--- src/rtl/counter_pkg.sv ---
// rtl/counter_pkg.sv - mode encodings and next-state helpers shared by counter_multimode
//
// Purpose: holds the counting-mode enum, the maximal-length XNOR LFSR tap
// table and the per-mode next-value functions. The helpers work on a 32-bit
// container and take the live width as an argument, so a single definition
// serves every WIDTH in 3..32. Callers zero-extend q and slice the result.
package counter_pkg;

  typedef enum logic [1:0] {
    MODE_BIN_UP  = 2'b00,
    MODE_BIN_DN  = 2'b01,
    MODE_LFSR    = 2'b10,
    MODE_JOHNSON = 2'b11
  } mode_e;

  // Mask with the low 'width' bits set.
  function automatic logic [31:0] width_mask(input int unsigned width);
    if (width >= 32) begin
      width_mask = 32'hFFFF_FFFF;
    end else begin
      width_mask = (32'd1 << width) - 32'd1;
    end
  endfunction

  // Maximal-length XNOR feedback taps; bit (n-1) set for tap position n.
  // The all-ones word is the lock-up state for XNOR feedback.
  function automatic logic [31:0] lfsr_taps(input int unsigned width);
    case (width)
      3:       lfsr_taps = 32'h0000_0006;
      4:       lfsr_taps = 32'h0000_000C;
      5:       lfsr_taps = 32'h0000_0014;
      6:       lfsr_taps = 32'h0000_0030;
      7:       lfsr_taps = 32'h0000_0060;
      8:       lfsr_taps = 32'h0000_00B8;
      9:       lfsr_taps = 32'h0000_0110;
      10:      lfsr_taps = 32'h0000_0240;
      11:      lfsr_taps = 32'h0000_0500;
      12:      lfsr_taps = 32'h0000_0829;
      13:      lfsr_taps = 32'h0000_100D;
      14:      lfsr_taps = 32'h0000_2015;
      15:      lfsr_taps = 32'h0000_6000;
      16:      lfsr_taps = 32'h0000_D008;
      17:      lfsr_taps = 32'h0001_2000;
      18:      lfsr_taps = 32'h0002_0400;
      19:      lfsr_taps = 32'h0004_0023;
      20:      lfsr_taps = 32'h0009_0000;
      21:      lfsr_taps = 32'h0014_0000;
      22:      lfsr_taps = 32'h0030_0000;
      23:      lfsr_taps = 32'h0042_0000;
      24:      lfsr_taps = 32'h00E1_0000;
      25:      lfsr_taps = 32'h0120_0000;
      26:      lfsr_taps = 32'h0200_0023;
      27:      lfsr_taps = 32'h0400_0013;
      28:      lfsr_taps = 32'h0900_0000;
      29:      lfsr_taps = 32'h1400_0000;
      30:      lfsr_taps = 32'h2000_0029;
      31:      lfsr_taps = 32'h4800_0000;
      32:      lfsr_taps = 32'h8020_0003;
      default: lfsr_taps = 32'h0000_0000;
    endcase
  endfunction

  // Fibonacci XNOR step: shift left, feed back the XNOR of the tap bits.
  function automatic logic [31:0] lfsr_next(input logic [31:0] q, input int unsigned width);
    logic fb;
    fb = ~(^(q & lfsr_taps(width)));
    lfsr_next = ((q << 1) | {31'd0, fb}) & width_mask(width);
  endfunction

  // Johnson (twisted-ring) step: shift left, feed back the inverted MSB.
  function automatic logic [31:0] johnson_next(input logic [31:0] q, input int unsigned width);
    logic [31:0] msb_vec;
    msb_vec = q >> (width - 32'd1);
    johnson_next = ((q << 1) | {31'd0, ~msb_vec[0]}) & width_mask(width);
  endfunction

endpackage

--- src/rtl/counter_prescaler.sv ---
// rtl/counter_prescaler.sv - enable-gated clock divider producing advance strobes
//
// Purpose: counts enabled cycles and raises adv on the cycle where the count
// equals prescale, so the owner advances once every prescale+1 enabled cycles.
// Ports:
//   clk      - rising-edge clock
//   reset    - asynchronous active-low reset
//   en       - count enable; 0 freezes the count
//   clear    - synchronous clear, wins over en and suppresses adv
//   prescale - divide ratio minus 1, compared live every cycle
//   adv      - combinational advance strobe
module counter_prescaler
  import counter_pkg::*;
#(
  parameter int PRESCALE_W = 16
) (
  input  logic                  clk,
  input  logic                  reset,
  input  logic                  en,
  input  logic                  clear,
  input  logic [PRESCALE_W-1:0] prescale,
  output logic                  adv
);

  localparam logic [PRESCALE_W-1:0] PS_ONE = {{(PRESCALE_W-1){1'b0}}, 1'b1};

  logic [PRESCALE_W-1:0] ps_cnt_q;
  logic [PRESCALE_W-1:0] ps_cnt_d;
  logic                  hit;

  // Equality rather than >= on purpose: lowering prescale below the current
  // count lets the count run on and wrap through zero.
  assign hit = (ps_cnt_q == prescale);
  assign adv = en && !clear && hit;

  always_comb begin
    ps_cnt_d = ps_cnt_q;
    if (clear) begin
      ps_cnt_d = '0;
    end else if (en) begin
      ps_cnt_d = hit ? '0 : (ps_cnt_q + PS_ONE);
    end
  end

  always_ff @(posedge clk or negedge reset) begin
    if (!reset) begin
      ps_cnt_q <= '0;
    end else begin
      ps_cnt_q <= ps_cnt_d;
    end
  end

endmodule

--- src/rtl/counter_multimode.sv ---
// rtl/counter_multimode.sv - multi-mode counter: binary up/down, LFSR, Johnson
//
// Purpose: single counter channel with prescaler, parallel load, terminal-count
// match, auto-reload or one-shot (sticky done) behaviour.
// Ports:
//   clk          - rising-edge clock
//   reset        - asynchronous active-low reset
//   en           - count enable
//   load         - single-cycle load strobe (beats any advance that cycle)
//   mode         - counting mode, captured on load
//   auto_reload  - 1 reload load_value at terminal count, 0 one-shot
//   prescale     - advance every prescale+1 enabled cycles
//   load_value   - load and reload value
//   match_value  - terminal-count value
//   q            - counter value
//   tick         - registered pulse after each advance
//   match        - registered pulse after each terminal-count advance
//   done         - sticky one-shot terminal-count flag
module counter_multimode
  import counter_pkg::*;
#(
  parameter int WIDTH      = 32,
  parameter int PRESCALE_W = 16
) (
  input  logic                  clk,
  input  logic                  reset,
  input  logic                  en,
  input  logic                  load,
  input  logic [1:0]            mode,
  input  logic                  auto_reload,
  input  logic [PRESCALE_W-1:0] prescale,
  input  logic [WIDTH-1:0]      load_value,
  input  logic [WIDTH-1:0]      match_value,
  output logic [WIDTH-1:0]      q,
  output logic                  tick,
  output logic                  match,
  output logic                  done
);

  logic [WIDTH-1:0] q_q, q_d;
  mode_e            mode_q, mode_d;
  logic             done_q, done_d;
  logic             tick_q, tick_d;
  logic             match_q, match_d;

  logic             adv;
  logic [31:0]      q_ext;
  logic [31:0]      step32;
  logic [WIDTH-1:0] q_step;
  mode_e            mode_in;

  assign mode_in = mode_e'(mode);

  // Once done is set the prescaler is held too, so no advance (and no tick)
  // can occur until the next load clears done.
  counter_prescaler #(
    .PRESCALE_W (PRESCALE_W)
  ) u_prescaler (
    .clk      (clk),
    .reset    (reset),
    .en       (en && !done_q),
    .clear    (load),
    .prescale (prescale),
    .adv      (adv)
  );

  // Next value for a normal (non-terminal) advance in the captured mode.
  always_comb begin
    q_ext  = 32'(q_q);
    step32 = q_ext;
    case (mode_q)
      MODE_BIN_UP:  step32 = q_ext + 32'd1;
      MODE_BIN_DN:  step32 = q_ext - 32'd1;
      MODE_LFSR:    step32 = lfsr_next(q_ext, WIDTH);
      MODE_JOHNSON: step32 = johnson_next(q_ext, WIDTH);
      default:      step32 = q_ext;
    endcase
  end

  assign q_step = step32[WIDTH-1:0];

  always_comb begin
    q_d     = q_q;
    mode_d  = mode_q;
    done_d  = done_q;
    tick_d  = 1'b0;
    match_d = 1'b0;
    if (load) begin
      mode_d = mode_in;
      done_d = 1'b0;
      // All-ones is the XNOR lock-up state, so it can never be loaded.
      if ((mode_in == MODE_LFSR) && (&load_value)) begin
        q_d = '0;
      end else begin
        q_d = load_value;
      end
    end else if (adv) begin
      tick_d = 1'b1;
      if (q_q == match_value) begin
        match_d = 1'b1;
        if (auto_reload) begin
          q_d = load_value;
        end else begin
          done_d = 1'b1;
        end
      end else begin
        q_d = q_step;
      end
    end
  end

  always_ff @(posedge clk or negedge reset) begin
    if (!reset) begin
      q_q     <= '0;
      mode_q  <= MODE_BIN_UP;
      done_q  <= 1'b0;
      tick_q  <= 1'b0;
      match_q <= 1'b0;
    end else begin
      q_q     <= q_d;
      mode_q  <= mode_d;
      done_q  <= done_d;
      tick_q  <= tick_d;
      match_q <= match_d;
    end
  end

  assign q     = q_q;
  assign tick  = tick_q;
  assign match = match_q;
  assign done  = done_q;

endmodule

--- config.mk ---
export PLATFORM = sky130hd
export DESIGN_NAME = counter_multimode
export DESIGN_NICKNAME = d
export VERILOG_FILES = /design/src/rtl/counter_pkg.sv /design/src/rtl/counter_prescaler.sv /design/src/rtl/counter_multimode.sv
export SDC_FILE = /design/constraint.sdc
export NUM_CORES = 1
export LEC_CHECK = 0
export ABC_CLOCK_PERIOD_IN_PS = 4170
export BUFFER_PORTS_ARGS = -buffer_cell sky130_fd_sc_hd__buf_4
export CAP_MARGIN = 20
export CORE_ASPECT_RATIO = 0.5
export CORE_MARGIN = 2
export CORE_UTILIZATION = 50
export CTS_CLUSTER_DIAMETER = 60
export CTS_CLUSTER_SIZE = 10
export DETAILED_ROUTE_END_ITERATION = 10
export PLACE_DENSITY = 0.74
export SYNTH_ARGS = -nofsm -noshare
export SYNTH_HDL_FRONTEND = slang
export SYNTH_HIERARCHICAL = 1
export SYNTH_SLANG_ARGS = --single-unit
--- constraint.sdc ---
create_clock -name clk -period 4.17 [get_ports clk]
set_input_delay 0.417 -clock clk [delete_from_list [all_inputs] [get_ports clk]]
set_output_delay 0.417 -clock clk [all_outputs]
set_load 0.05 [all_outputs]
==> impl_metrics.json, run 1 <==
{
  "arrival_ns": 3.64,
  "finalWeightedCongestion": 0.954,
  "clockRootBuffer": "clkbuf_16",
  "synthesis.nets": 867,
  "ys_types": 81,
  "cts_sinks": 53,
  "synthArstFlopShare_pct": 100,
  "startpoint_type": "flop",
  "syn_area_sq_mm": 0.00589,
  "p_leak_nw": 2.78,
  "synth_most_common_cell": "nand2_1",
  "track_usage_pct": 34.4,
  "slowest_stage": "dfrtp_1",
  "cp_max_fo": 32,
  "swShare_pct": 47.0,
  "hold_ws_ns": 0.167,
  "grt_max_degree": 54,
  "die_x_um": 158,
  "ios": 122,
  "clk_latency_ns": 0.30,
  "synth.ff_latch_count": 53,
  "ir_drop_v": 0.000179,
  "setup_viol": 0,
  "yosys-top-cells-area": "dfrtp_1 23%, xnor2_1 6.8%, nand2_1 4.8%",
  "clockPowerShare_pct": 18.6,
  "syn_avg_cell_area_sq_um": 7.57,
  "htreeDepth": 2,
  "ctsResizeCount": 0,
  "clk_pin_slew_ns": 0.07,
  "combPwrFrac_pct": 51.7,
  "crit_path_cell_trace": "xnor2_2 -> nand4_1 -> nor4_4 -> a31o_2 -> nor2_2 -> a31o_1 -> a2111o_1",
  "timing.max_cap.violations": 0,
  "fin_cells": 1018,
  "dpl.cell_count": 1010,
  "r2r_end": "q[26]",
  "synth_top_area_share_pct": 22.5,
  "totalWireLength_um": 22100,
  "critPathMaxStageDelay_ns": 0.75,
  "synthTopCellsByCount": "76 x nand2_1, 71 x nor2_1, 53 x dfrtp_1",
  "p_switching_w": 0.00109,
  "ys_warn_count": 6,
  "sequentialPowerShare_pct": 29.8,
  "cts_tree": "built",
  "internal-power_w": 0.00123,
  "drc": 0,
  "clockBufferDepth": 2,
  "post_cts_buffers": 0,
  "grt_pass1_vias": 6021,
  "hold_viol": 0,
  "n_antenna_cell": 0,
  "crit_required_ns": 4.36,
  "grt_overflow": 0,
  "fin_crit_ns": 3.45,
  "synth_edf_count": 0,
  "synthFlopType": "dfrtp_1",
  "critPathKind": "reg2reg",
  "reg2reg_depth": 7,
  "vias": 6775,
  "hold_class": "in2async",
  "fin_crit_sh_pct": 82.8,
  "ant_nets": 0,
  "die_area_sq_mm": 0.0127,
  "vias_per_cell": 6.66,
  "outcome": "finished, final reports clean",
  "reg2reg_from": "q[1]",
  "avgRoutedWirePerCell_um": 21.7,
  "slew_headroom_pct": 45.5,
  "power_density_mw_per_mm2": 332,
  "synth_top_cell_by_area": "dfrtp_1",
  "tightest_slew_ns": 0.817,
  "crit_path_end_kind": "flop",
  "rsz0062_at_grt": "no",
  "fmax_mhz": 289,
  "drv_slew": 0,
  "tns_ns": 0,
  "start_util_pct": 52.4,
  "cts_hold_buf": 0,
  "cts_inserted_buffers": 5,
  "rows": 27,
  "nNetsFinal": 947,
  "seq_area_frac_synth_pct": 22.5,
  "grt_pass1_wl_um": 33500,
  "finalPower_w": 0.00232,
  "drive_gt1_share_pct": 21.8,
  "place_hpwl_um": 16400,
  "drt_iter0_drc": 1025,
  "io_buffers": 121,
  "area_growth_pct": 18.9,
  "reg2reg_setup_slack_ns": 0.72,
  "core_area_sq_mm": 0.0112,
  "synthCells": 778,
  "finalClockSkew_ns": 0.00623,
  "antenna_found_initial": 0,
  "dr.pass1.iters": 7,
  "die_h_um": 80.8
}
per-layer routing:
| layer | GRT usage (%) | share of wire [%] |
|---|---|---|
| met5 | 0 | 0 |
| met4 | 9.36 | 2.5 |
| met3 | 7.26 | 14 |
| met2 | 53.0 | 43 |
| met1 | 49.1 | 41 |
per-stage QoR:
step | setup WS (ns) | instance area, sq um | utilization [%]
6_report | 0.715 | 7010 | 62.3
5_1_grt | 0.495 | 7010 | 62.3
4_1_cts | 0.775 | 7010 | 62.3
3_5_place_dp | 0.800 | 6860 | 61.0
3_3_place_gp | 0.923 | 6860 | 61.0
2_1_floorplan | 0.881 | 5890 | -
state kept, by name, summed over array words and instances (netlist names):
| signal | count |
|---|---|
| done | 1 |
| match | 1 |
| mode_q | 2 |
| u_prescaler/ps_cnt_q | 16 |
| tick | 1 |
| q | 32 |
layout make-up:
class	count	area (sq um)
Multi-Input combinational cell	638	4170
Fill cell	1041	4240
Clock inverter	2	13.8
Timing Repair Buffer	151	1130
Inverter	9	33.8
Tap cell	159	199
Clock buffer	6	129
Sequential cell	53	1330
power groups by stage:
stage	Sequential [W]	Combinational (W)	Clock [W]
2_1_floorplan	0.000808	0.000661	0
3_3_place_gp	0.000690	0.00117	0
3_5_place_dp	0.000696	0.00117	0
6_report	0.000691	0.00120	0.000431
4_1_cts	0.000685	0.00118	0.000439
5_1_grt	0.000700	0.00127	0.000461
critical path, delay by kind of cell, from the launching register on:
family | cells | cell delay, ns
AOI/OAI and AO/OA | 3 | 1.38
DFF | 1 | 0.75
xor gates and xnor gates | 1 | 0.19
and+or+nand+nor | 3 | 1.00
logic make-up (layout without fill, tap and decap cells):
kind of cell               count (synthesis)  in the layout  share of synthesized area [%]
and+or+nand+nor                          343            343                           31.5
AOI/OAI and AO/OA                        203            203                           24.5
buffers and inverters                     87            168                           6.88
xor gates and xnor gates                  77             77                           11.8
DFF                                       53             53                           22.5
muxes                                     13             13                           2.34
adders and majority gates                  2              2                          0.425
cell usage in the layout (no fill, tap or decap), types with 4 or more instances in the layout:
master | netlist | final
mux2_2 | 6 | 6
and2_1 | 11 | 11
clkbuf_16 | 0 | 5
nand2b_1 | 13 | 13
dfrtp_1 | 53 | 52
o21ai_0 | 20 | 20
nor2b_1 | 11 | 10
buf_4 | 1 | 151
nor4_1 | 16 | 16
nor2_1 | 71 | 71
a211oi_1 | 4 | 4
nor3_1 | 21 | 21
a221oi_1 | 8 | 8
a22o_1 | 5 | 5
or4b_1 | 5 | 5
o31ai_1 | 7 | 7
a32oi_1 | 8 | 8
mux2i_1 | 7 | 7
and3_1 | 9 | 9
nand3b_1 | 6 | 6
o21ai_1 | 6 | 6
a21o_1 | 6 | 6
o22ai_1 | 4 | 4
nor3b_1 | 4 | 4
xor2_1 | 28 | 28
a21oi_1 | 35 | 35
nand2_1 | 76 | 76
or3_1 | 5 | 5
o211ai_1 | 16 | 16
inv_1 | 9 | 9
nand4_1 | 42 | 42
nand3_1 | 31 | 31
a31oi_1 | 34 | 33
xnor2_1 | 46 | 46
a22oi_1 | 11 | 11
worst max path at each step:
stage                         start    end  slack, ns
after detailed placement       q[1]  q[26]       0.80
final                          q[1]  q[26]       0.72
after floorplan           mode_q[1]  q[26]       0.88
after global placement         q[1]  q[26]       0.92
after CTS                      q[1]  q[26]       0.78
after global routing           q[1]  q[26]       0.49
Power figures use the tool's default switching activity.
==> run 2, diff against run 1 <==
- ABC_CLOCK_PERIOD_IN_PS: 4170 -> 3300
- clock period: 4.17 -> 3.3 ns (I/O delays scaled with it)
==> impl_metrics.json, run 2 (synthesis gave the netlist of run 1 again) <==
{
  "outcome": "finished, final reports clean",
  "hold_viol": 0,
  "cts_hold_buf": 0,
  "rows": 27,
  "vias": 6935,
  "layout_setup_ws_ns": 0.274,
  "clockBufferDepth": 2,
  "fillers": 1008,
  "utilization_pct": 63.9,
  "ctsResizeCount": 0,
  "place_hpwl_um": 16700,
  "placed_area_sq_mm": 0.00702,
  "finalWeightedCongestion": 1.00,
  "cts_inserted_buffers": 5,
  "rsz0062_at_grt": "no",
  "totalWireLength_um": 22200,
  "avgRoutedWirePerCell_um": 21.3,
  "hold_class": "in2async",
  "area_growth_pct": 22.0,
  "clk_pin_slew_ns": 0.07,
  "finalClockSkew_ns": 0.00831,
  "power_density_mw_per_mm2": 426,
  "tightest_slew_ns": 0.773,
  "fin_crit_ns": 3.03,
  "setup_viol": 0,
  "tns_ns": 0,
  "grt_max_degree": 54,
  "ant_nets": 0,
  "slew_headroom_pct": 48.0,
  "fmax_mhz": 330,
  "startpoint_type": "flop",
  "ir_drop_v": 0.000255,
  "grt_pass1_vias": 5980,
  "antenna_found_initial": 0,
  "final_cell_mix": "172 x buf_4, 76 x nand2_1, 71 x nor2_1",
  "grt_overflow": 0,
  "clockRootBuffer": "clkbuf_16",
  "io_buffers": 121,
  "core_area_sq_mm": 0.0112,
  "p_leak_nw": 2.89,
  "htreeDepth": 2,
  "arrival_ns": 3.18,
  "crit_required_ns": 3.46,
  "nNetsFinal": 968,
  "crit_path_end_kind": "flop",
  "final_area_sq_mm": 0.00719,
  "drt_iter0_drc": 1160,
  "ios": 122,
  "track_usage_pct": 34.3,
  "reg2reg_setup_slack_ns": 0.27,
  "grt_pass1_wl_um": 33600,
  "final_common_cell": "buf_4",
  "cts_tree": "built",
  "fin_crit_sh_pct": 91.7,
  "cts_sinks": 53,
  "dp_worst_setup_slack_ns": 0.381,
  "drv_slew": 0,
  "n_antenna_cell": 0,
  "drive_gt1_share_pct": 23.6,
  "start_util_pct": 52.4,
  "drc": 0,
  "die_h_um": 80.8,
  "largest_reg_flops": 32,
  "critPathKind": "reg2reg",
  "cp_max_fo": 10,
  "timing.max_cap.violations": 0,
  "dr.pass1.iters": 6,
  "vias_per_cell": 6.67,
  "post_cts_buffers": 0,
  "clk_latency_ns": 0.30,
  "die_x_um": 158,
  "finalPower_w": 0.00306,
  "die_area_sq_mm": 0.0127
}
==> run 2: changes by cell type in the layout (fill, tap and decap cells not counted) <==
| cell | previous run | this run |
|---|---|---|
| clkinv_4 | 0 | 1 |
| inv_6 | 1 | 0 |
| buf_4 | 151 | 172 |
| bufinv_16 | 0 | 1 |
| clkinv_2 | 1 | 0 |
==> run 2: path summary, 6_finish.rpt <==
kind | start | endpoint | cells past startpoint
setup / recovery | q[3] | q[23] | 8
hold / removal | reset | u_prescaler/ps_cnt_q[0] | 1
setup reg to reg | q[3] | q[23] | 8
hold reg to reg | done | done | 2
max in group asynchronous | reset | mode_q[1] | 1
min in group clk | mode[0] | mode_q[0] | 2
==> run 2: area by class of cell <==
class	count	area [sq um]	area share [%]
inverters	9	33.8	0.470
multi-input cells	638	4170	58.0
clock buffers	6	129	1.79
clock inverters	2	38.8	0.540
well taps	159	199	2.77
flip-flops and latches	53	1330	18.5
repair buffers	172	1290	18.0
==> run 2: layer usage <==
metal | routed length (um) | track usage [%] | part of all wire (%)
met5 | 0 | 0 | 0
met4 | 510 | 7.36 | 2.3
met1 | 9050 | 48.7 | 41
met2 | 9470 | 52.3 | 43
met3 | 3140 | 9.45 | 14
==> run 2: critical path, stage by stage (launching register included) <==
cell,delay [ns]
dfrtp_1,0.49
buf_4,0.22
o41ai_1,0.70
a32oi_1,0.24
buf_4,0.21
nor3_1,0.22
mux2_2,0.36
o21ai_0,0.30
a21oi_1,0.15
==> run 2: power by group <==
part	total [W]	internal (W)	switching, W
combinational	0.00158	0.000586	0.000992
clock	0.000623	0.000361	0.000262
sequential	0.000860	0.000716	0.000143
total	0.00306	0.00166	0.00140
==> run 2: metrics by stage <==
stage | hold slack [ns] | cells
final | 0.0874 | 1039
after global routing | 0.134 | 1039
after CTS | 0.118 | 1039
after detailed placement | 0.442 | 1031
after global placement | 0.436 | 1031
after floorplan | 0.0344 | 778
